==> src/rtl/regfile_pkg.sv <==
// Shared widths, FSM encoding and round-robin helper for the regfile write arbiter.
// Pure declarations; no timing or flow-control behaviour of its own.
package regfile_pkg;

    localparam int REG_AW       = 5;
    localparam int DATA_W       = 32;
    localparam int NUM_REGS_DEF = 32;
    localparam int GID_W        = 2;
    localparam int MAX_REQ      = 4;

    typedef enum logic {
        ST_INIT = 1'b0,
        ST_RUN  = 1'b1
    } state_t;

    function automatic logic [GID_W-1:0] rr_next(input logic [GID_W-1:0] winner, input int nreq);
        return GID_W'((int'(winner) + 1) % nreq);
    endfunction

endpackage

==> src/rtl/regfile_write_arbiter_if.sv <==
// Writeback request bundle: NREQ lanes of valid/ready with packed dest address and data.
// Requesters hold addr/data while valid && !ready; a transfer is valid[i] && ready[i].
interface regfile_write_arbiter_if #(
    parameter int NREQ = 2
);
    import regfile_pkg::*;

    logic [NREQ-1:0]        req_valid;
    logic [NREQ-1:0]        req_ready;
    logic [NREQ*REG_AW-1:0] req_addr;
    logic [NREQ*DATA_W-1:0] req_data;

    modport master (
        output req_valid,
        output req_addr,
        output req_data,
        input  req_ready
    );

    modport slave (
        input  req_valid,
        input  req_addr,
        input  req_data,
        output req_ready
    );

endinterface

==> src/rtl/regfile_write_arbiter_rr_arbiter.sv <==
// Round-robin pick: first requester at or after ptr (mod NREQ) wins; purely combinational.
// Produces a one-hot grant plus its index; no grant when nothing is requesting.
module rr_arbiter
    import regfile_pkg::*;
#(
    parameter int NREQ = 2
) (
    input  logic [NREQ-1:0]  req,
    input  logic [GID_W-1:0] ptr,
    output logic [NREQ-1:0]  gnt,
    output logic [GID_W-1:0] idx,
    output logic             any
);

    // Padding to MAX_REQ lanes lets a GID_W-bit index address the vector exactly.
    logic [MAX_REQ-1:0] req_pad;
    logic [GID_W-1:0]   pos;

    assign req_pad = MAX_REQ'(req);

    always_comb begin
        idx = '0;
        any = 1'b0;
        pos = '0;
        for (int k = 0; k < NREQ; k++) begin
            pos = GID_W'((int'(ptr) + k) % NREQ);
            if (!any && req_pad[pos]) begin
                any = 1'b1;
                idx = pos;
            end
        end
    end

    assign gnt = any ? (NREQ'(1) << idx) : '0;

endmodule

==> src/rtl/regfile_write_arbiter.sv <==
// Shares the regfile write port among NREQ writeback requesters after an init sweep; 1-cycle write latency.
// Ready is a combinational one-hot round-robin grant, 1 write/cycle; REGWR_ZERO_GUARD_EN drops RUN writes to $zero.
module regfile_write_arbiter
    import regfile_pkg::*;
#(
    parameter int                NREQ          = 2,
    parameter int                NUM_REGS      = NUM_REGS_DEF,
    parameter logic [DATA_W-1:0] INIT_VALUE    = '0,
    parameter int                INIT_ON_RESET = 1
) (
    input  logic                     clk,
    input  logic                     reset_n,
    regfile_write_arbiter_if.slave   req,
    output logic                     Write,
    output logic [REG_AW-1:0]        WriteRegister,
    output logic [DATA_W-1:0]        WriteData,
    output logic [GID_W-1:0]         grant_id,
    output logic                     init_done
);

    // One extra count value marks "all registers written", giving exactly NUM_REGS write cycles.
    localparam int     PTR_W       = $clog2(NUM_REGS + 1);
    localparam state_t RESET_STATE = (INIT_ON_RESET != 0) ? ST_INIT : ST_RUN;

    state_t             state_q;
    state_t             state_d;
    logic [PTR_W-1:0]   init_ptr;
    logic               init_last;
    logic [GID_W-1:0]   rr_ptr;

    logic [NREQ-1:0]    gnt;
    logic [GID_W-1:0]   win_idx;
    logic               win_any;
    logic               fire;
    logic               issue;

    logic [REG_AW-1:0]  addr_lane [MAX_REQ];
    logic [DATA_W-1:0]  data_lane [MAX_REQ];
    logic [REG_AW-1:0]  win_addr;
    logic [DATA_W-1:0]  win_data;

    for (genvar g = 0; g < MAX_REQ; g++) begin : g_lane
        if (g < NREQ) begin : g_used
            assign addr_lane[g] = req.req_addr[g*REG_AW +: REG_AW];
            assign data_lane[g] = req.req_data[g*DATA_W +: DATA_W];
        end else begin : g_pad
            assign addr_lane[g] = '0;
            assign data_lane[g] = '0;
        end
    end

    rr_arbiter #(
        .NREQ (NREQ)
    ) u_rr_arbiter (
        .req (req.req_valid),
        .ptr (rr_ptr),
        .gnt (gnt),
        .idx (win_idx),
        .any (win_any)
    );

    assign win_addr  = addr_lane[win_idx];
    assign win_data  = data_lane[win_idx];
    assign init_last = (init_ptr == PTR_W'(NUM_REGS));

    assign req.req_ready = (reset_n && (state_q == ST_RUN)) ? gnt : '0;
    assign fire          = reset_n && (state_q == ST_RUN) && win_any;

`ifdef REGWR_ZERO_GUARD_EN
    // Accepted like any other transfer, but $zero is never written once running.
    assign issue = fire && (win_addr != '0);
`else
    assign issue = fire;
`endif

    always_comb begin
        state_d = state_q;
        case (state_q)
            ST_INIT: if (init_last) state_d = ST_RUN;
            ST_RUN:  state_d = ST_RUN;
            default: state_d = RESET_STATE;
        endcase
    end

    always_ff @(posedge clk) begin
        if (!reset_n) begin
            state_q <= RESET_STATE;
        end else begin
            state_q <= state_d;
        end
    end

    always_ff @(posedge clk) begin
        if (!reset_n) begin
            init_ptr      <= '0;
            rr_ptr        <= '0;
            Write         <= 1'b0;
            WriteRegister <= '0;
            WriteData     <= '0;
            grant_id      <= '0;
            init_done     <= 1'b0;
        end else begin
            Write <= 1'b0;
            case (state_q)
                ST_INIT: begin
                    if (!init_last) begin
                        Write         <= 1'b1;
                        WriteRegister <= REG_AW'(init_ptr);
                        WriteData     <= INIT_VALUE;
                        init_ptr      <= init_ptr + PTR_W'(1);
                    end else begin
                        init_done <= 1'b1;
                    end
                end
                ST_RUN: begin
                    init_done <= 1'b1;
                    if (fire) begin
                        rr_ptr <= rr_next(win_idx, NREQ);
                    end
                    if (issue) begin
                        Write         <= 1'b1;
                        WriteRegister <= win_addr;
                        WriteData     <= win_data;
                        grant_id      <= win_idx;
                    end
                end
                default: begin
                    init_done <= 1'b0;
                end
            endcase
        end
    end

endmodule

==> src/flat_wrapper.sv <==
// flat-port wrapper written by rule: the top's interface ports become plain ports
module regfile_write_arbiter_flat import regfile_pkg::*;
#(
    parameter int                NREQ          = 2,
    parameter int                NUM_REGS      = NUM_REGS_DEF,
    parameter logic [DATA_W-1:0] INIT_VALUE    = '0,
    parameter int                INIT_ON_RESET = 1
)
  (clk, reset_n, Write, WriteRegister, WriteData, grant_id, init_done, req_req_valid, req_req_addr, req_req_data, req_req_ready);
  regfile_write_arbiter_if #(.NREQ(NREQ)) req_i ();
  input  logic clk;
  input  logic reset_n;
  output logic Write;
  output logic [REG_AW-1:0] WriteRegister;
  output logic [DATA_W-1:0] WriteData;
  output logic [GID_W-1:0] grant_id;
  output logic init_done;
  input wire logic [$bits(req_i.req_valid)-1:0] req_req_valid;
  input wire logic [$bits(req_i.req_addr)-1:0] req_req_addr;
  input wire logic [$bits(req_i.req_data)-1:0] req_req_data;
  output wire logic [$bits(req_i.req_ready)-1:0] req_req_ready;
  assign req_i.req_valid = req_req_valid;
  assign req_i.req_addr = req_req_addr;
  assign req_i.req_data = req_req_data;
  assign req_req_ready = req_i.req_ready;
  regfile_write_arbiter #(.NREQ(NREQ), .NUM_REGS(NUM_REGS), .INIT_VALUE(INIT_VALUE), .INIT_ON_RESET(INIT_ON_RESET)) u_core (.clk(clk), .reset_n(reset_n), .req(req_i), .Write(Write), .WriteRegister(WriteRegister), .WriteData(WriteData), .grant_id(grant_id), .init_done(init_done));
endmodule
==> config.mk <==
export PLATFORM = sky130hd
export DESIGN_NAME = regfile_write_arbiter_flat
export DESIGN_NICKNAME = d
export VERILOG_FILES = /design/src/rtl/regfile_pkg.sv /design/src/rtl/regfile_write_arbiter_if.sv /design/src/rtl/regfile_write_arbiter_rr_arbiter.sv /design/src/rtl/regfile_write_arbiter.sv /design/src/flat_wrapper.sv
export SDC_FILE = /design/constraint.sdc
export NUM_CORES = 1
export LEC_CHECK = 0
export ABC_AREA = 1
export ABC_CLOCK_PERIOD_IN_PS = 4000
export BUFFER_PORTS_ARGS = -buffer_cell sky130_fd_sc_hd__buf_2
export CAP_MARGIN = 20
export CORE_MARGIN = 1.5
export CORE_UTILIZATION = 51
export DETAILED_ROUTE_END_ITERATION = 10
export GPL_TIMING_DRIVEN = 1
export PLACE_DENSITY = 0.85
export REMOVE_ABC_BUFFERS = 1
export SETUP_SLACK_MARGIN = 0.5
export SYNTH_ARGS = -nofsm -noshare
export SYNTH_HDL_FRONTEND = slang
export SYNTH_HIERARCHICAL = 1
export SYNTH_SLANG_ARGS = --single-unit
==> constraint.sdc <==
create_clock -name clk -period 4 [get_ports clk]
set_input_delay 1 -clock clk [delete_from_list [all_inputs] [get_ports clk]]
set_output_delay 1 -clock clk [all_outputs]
set_load 0.01 [all_outputs]
==> impl_results.md, run 1 <==
* Status: finished clean
* Post-Synthesis Cells at 430
* Critical-path maximum fanout at 3
* Worst reg2reg path startpoint: u_core/init_ptr[0]$_SDFFE_PN0P_
* Die area at 5850 sq um
* Routed WL at 7040 um
* R2r setup slk at 2010 ps
* Worst Setup SP: req_req_valid[0]
* P_leak at 1.76 nW
* Initial core utilization at 0.536
* H-tree Lvls at 2
* Worst-Margin Slew at 622 ps
* Synthesized area at 2750 sq um
* Final Hold Fails at 0
* Register area at 981 sq um
* DP Area at 3300 sq um
* Largest net degree at the start of global routing at 70
* Worst slew margin at 0.585
* Longest Clk Path Bufs at 2
* Fmax at 0.392 GHz
* Post-DRT Antenna Nets at 0
* Die Width at 76.5 um
* Fill cells at 514
* PostCTS Resize Cnt at 0
* Grt ovf at 0
* Placer Congestion at 0.826
* Final min period at 2550 ps
* Clock skew at 6.60 ps
* Drt first pass iters at 4
* GR peak layer: met2
* Ant. Diodes at 0
* Crit end category: output pin
* DR iter-0 viols at 123
* Final period utilization at 0.638
* # port buffers at 120
* Layout area overhead at 24.6%
* Final setup fails at 0
* Drc violations at 0
* Setup_tns at 0 ps
* CTS clk-pin slew, worst paths at 90 ps
* Critical path type: input pin to output pin
* Met1 GRT Util at 0.273
* PD cells at 267 nW/um^2
* Clk sinks at 49
* Fin. max-slew vios at 0
* Hold_buf cts at 0
* Final #Nets at 610
* CTS tree: built
* Met3 usage at 0.0383
* Via count at 2996
* Startpoint Class: input pin
* Multi-input logic area at 1490 sq um
* Ports at 121
* Clock latency on the worst-skew pair at 300 ps
* Req. time, crit path at 3000 ps
* First-pass GRT wire length at 11600 um
* Worst hold-check path type: flip-flop to flip-flop
* Hold path start: u_core/grant_id[1]$_SDFFE_PN0P_
* Die span in y at 76.5 um
* WL per Instance at 11.7 um
* Total CTS buffers at 5
* Post-CTS setup buffers at 0
* Max VDD drop at 0.207 mV
* Total track usage at 0.239
* Root Buffer Master: clkbuf_8
* DR vias/cell at 4.99
* Crit path DAT at 1550 ps
* Global Route met2 Usage at 0.450
* Post-route design area at 3430 sq um
* Syn_area_per_cell at 6.40 sq um
* Num rows at 26
* Core area at 5140 sq um
* RSZ-0062 raised after global routing: no
* MaxCap Viol Count at 0
* Final HPWL DP at 4810 um
* Vias in the first global route at 2697
* Fraction of layout cells with a size suffix above 1 at 0.264
* Yosys warnings at 6
* Initial antenna violation count at 0
[layer usage]
metal / up-vias / wire [um]
met1: 1333 / 3010
met2: 93 / 3520
met5: - / 0
li1: 1561 / -
met3: 9 / 396
met4: 0 / 115
[critical path, stage by stage]
cell and delay, ps:
buf_2 110, inv_1 50, a21oi_1 110, inv_1 50, nor2_1 90, buf_2 140
[report_power, final]
part	internal, mW	total, mW	switching [mW]
sequential	0.492	0.496	0.00384
combinational	0.0500	0.106	0.0556
clock	0.156	0.316	0.159
[worst paths after layout]
check        cells past startpoint                                end
min reg2reg                      2    u_core/grant_id[1]$_SDFFE_PN0P_
max reg2reg                      8  u_core/WriteData[21]$_SDFFE_PN0P_
min                              2    u_core/grant_id[1]$_SDFFE_PN0P_
max                              6                   req_req_ready[0]
[flip-flops by register name (all words and copies together), names as in the netlist]
name	flops
u_core/init_done	1
u_core/rr_ptr	1
u_core/grant_id	2
u_core/WriteData	32
u_core/state_q	1
u_core/init_ptr	6
u_core/WriteRegister	5
u_core/Write	1
[area by class of cell]
class,instances,area share
well taps,70,0.0255
repair buffers,125,0.192
multi-input cells,320,0.435
flip-flops and latches,49,0.286
clock buffers,7,0.0281
inverters,29,0.0317
clock inverters,1,0.00146
[through the flow]
| step | hold WS (ps) | worst slack [ps] | util | power (mW) | cells |
|---|---|---|---|---|---|
| finish | 485 | 1450 | 0.667 | 0.917 | 601 |
| global route | 512 | 1360 | 0.667 | 0.961 | 601 |
| CTS | 489 | 1450 | 0.662 | 0.926 | 600 |
| detailed placement | 468 | 1240 | 0.642 | 0.610 | 592 |
| global placement | 459 | 1330 | 0.642 | 0.606 | 592 |
| floorplan | 452 | 160 | - | 0.554 | 398 |
[placed cells by master (no fill, tap or decap), drive strengths merged]
| cell type | instances |
|---|---|
| a21oi | 66 |
| nor2 | 69 |
| nand3 | 11 |
| o21ai | 12 |
| clkinv | 2 |
| ha | 2 |
| clkbuf | 7 |
| nand2 | 124 |
| a211oi | 1 |
| conb | 1 |
| dfxtp | 49 |
| buf | 125 |
| inv | 28 |
| xor2 | 1 |
| nand4 | 2 |
| nand3b | 30 |
| xnor2 | 1 |
No activity file was read; power rests on OpenSTA's default activity.
==> run 2: changes to the inputs <==
- ABC_CLOCK_PERIOD_IN_PS: 4000 -> 2300
- CORE_UTILIZATION: 51 -> 43
- PLACE_DENSITY: 0.85 -> 0.77
- clock period: 4 -> 2.3 ns (I/O delays scaled with it)
==> run 2 against run 1 <==
Effect of this change:
- global-route usage decreased by 4.4 points
- register-to-register slack got worse by 1300 ps
- wire length decreased by 3.6%
- worst setup slack got worse by 870 ps
- sequential cell count unchanged
- sequential power increased by 74%
- first-iteration DRC count decreased by 33%
- power increased by 66%
- die area increased by 18%
- combinational power increased by 69%
- cell area about the same
- final cell count increased by 1.3%
- critical endpoint unchanged
- largest cell class unchanged
- largest power group unchanged
==> impl_results.md, run 2 (same netlist as run 1, synthesis figures left out) <==
* Fin cells at 609
* CTS clk-pin slew, worst paths at 80 ps
* Hold slack final at 480 ps
* Final min period at 1720 ps
* PD cells at 444 nW/um^2
* Dpl ws at 490 ps
* P_leak at 1.76 nW
* CTS tree: built
* Critical-path maximum fanout at 3
* Final Util at 0.566
* Drt first pass iters at 6
* Startpoint Class: input pin
* Crit-path slowest cell: buf_2
* H-tree Lvls at 2
* Clk sinks at 49
* Via count at 2944
* Worst hold-check path type: flip-flop to flip-flop
* WL per Instance at 11.2 um
* Placer Congestion at 0.865
* Vias in the first global route at 2674
* # port buffers at 120
* Top reg by flops: u_core/WriteData
* Final Hold Fails at 0
* Post-DRT Antenna Nets at 0
* Fin. max-slew vios at 0
* Met3 usage at 0.0457
* Ports at 121
* Total track usage at 0.195
* GR peak layer: met2
* Ant. Diodes at 0
* Final #Nets at 613
* Die area at 6890 sq um
* CP max stage delay at 130 ps
* Clock latency on the worst-skew pair at 300 ps
* Drc violations at 0
* Fmax at 0.580 GHz
* Placed insts at 601
* Core area at 6060 sq um
* Final period utilization at 0.749
* MaxCap Viol Count at 0
* Die span in y at 83.0 um
* Status: finished clean
* Clock skew at 8.82 ps
* Largest net degree at the start of global routing at 42
* Routed WL at 6790 um
* Final Power at 1.53 mW
* Global Route met2 Usage at 0.339
* Die Width at 83.0 um
* Layout area overhead at 24.7%
* Num rows at 28
* RSZ-0062 raised after global routing: yes
* Post-route design area at 3430 sq um
* First-pass GRT wire length at 11500 um
* Fraction of layout cells with a size suffix above 1 at 0.268
* Worst-Margin Slew at 536 ps
* Met1 GRT Util at 0.242
* Longest Clk Path Bufs at 2
* Final setup fails at 0
* Post-CTS setup buffers at 0
* Max reg flops at 32
* Crit path DAT at 1150 ps
* Root Buffer Master: clkbuf_8
* DR vias/cell at 4.83
* Max VDD drop at 0.276 mV
* Req. time, crit path at 1730 ps
* Most frequent cells in the layout: nand2_1, buf_2, nor2_1, a21oi_1, dfxtp_1
* Crit end category: output pin
* Fill cells at 580
* Total CTS buffers at 5
* Final HPWL DP at 4810 um
* Commonest non-fill, non-tap cell in the layout: nand2_1
* Initial core utilization at 0.454
* Initial antenna violation count at 0
* Worst slew margin at 0.642
* Setup_tns at 0 ps
* Grt ovf at 0
* Leading registers by flop count: u_core/WriteData (32), u_core/init_ptr (6), u_core/WriteRegister (5)
* PostCTS Resize Cnt at 0
* Hold_buf cts at 0
* Critical path type: input pin to output pin
* DR iter-0 viols at 82
* CP Cell Sequence: buf_2, inv_1, a21oi_1, inv_1, nor2_1, buf_2
* Final WS setup at 576 ps
* DP Area at 3350 sq um
==> run 2: area by class of cell <==
| cell class | instances | area [sq um] | share of cell area |
|---|---|---|---|
| Clock buffer | 6 | 72.6 | 0.0211 |
| Multi-Input combinational cell | 320 | 1500 | 0.437 |
| Inverter | 29 | 109 | 0.0317 |
| Clock inverter | 2 | 10.0 | 0.00292 |
| Sequential cell | 49 | 982 | 0.286 |
| Tap cell | 75 | 93.8 | 0.0273 |
| Timing Repair Buffer | 128 | 664 | 0.194 |
==> run 2: metal layers <==
metal  wire (um)  up-vias
met3         442        6
met1        3170     1268
met4          73        0
met5           0        -
li1            -     1567
met2        3110      103
==> run 2: worst paths after layout <==
| kind | depth (start not counted) | slack [ps] | from | endpoint |
|---|---|---|---|---|
| max | 6 | 580 | req_req_valid[0] | req_req_ready[0] |
| min reg2reg | 2 | 480 | u_core/WriteData[3]$_SDFFE_PN0P_ | u_core/WriteData[3]$_SDFFE_PN0P_ |
| min | 2 | 480 | u_core/WriteData[3]$_SDFFE_PN0P_ | u_core/WriteData[3]$_SDFFE_PN0P_ |
| max reg2reg | 8 | 670 | u_core/init_ptr[0]$_SDFFE_PN0P_ | u_core/init_ptr[3]$_SDFFE_PN0P_ |
==> run 2: report_power, final <==
group,switching [mW],internal [mW]
combinational,0.0947,0.0847
sequential,0.00736,0.856
clock,0.272,0.211
==> run 2: worst max-delay path, delay by kind of cell <==
family / cells / cell delay (ps)
buf+inv: 4 / 370
compound gates: 1 / 120
simple gates: 1 / 90
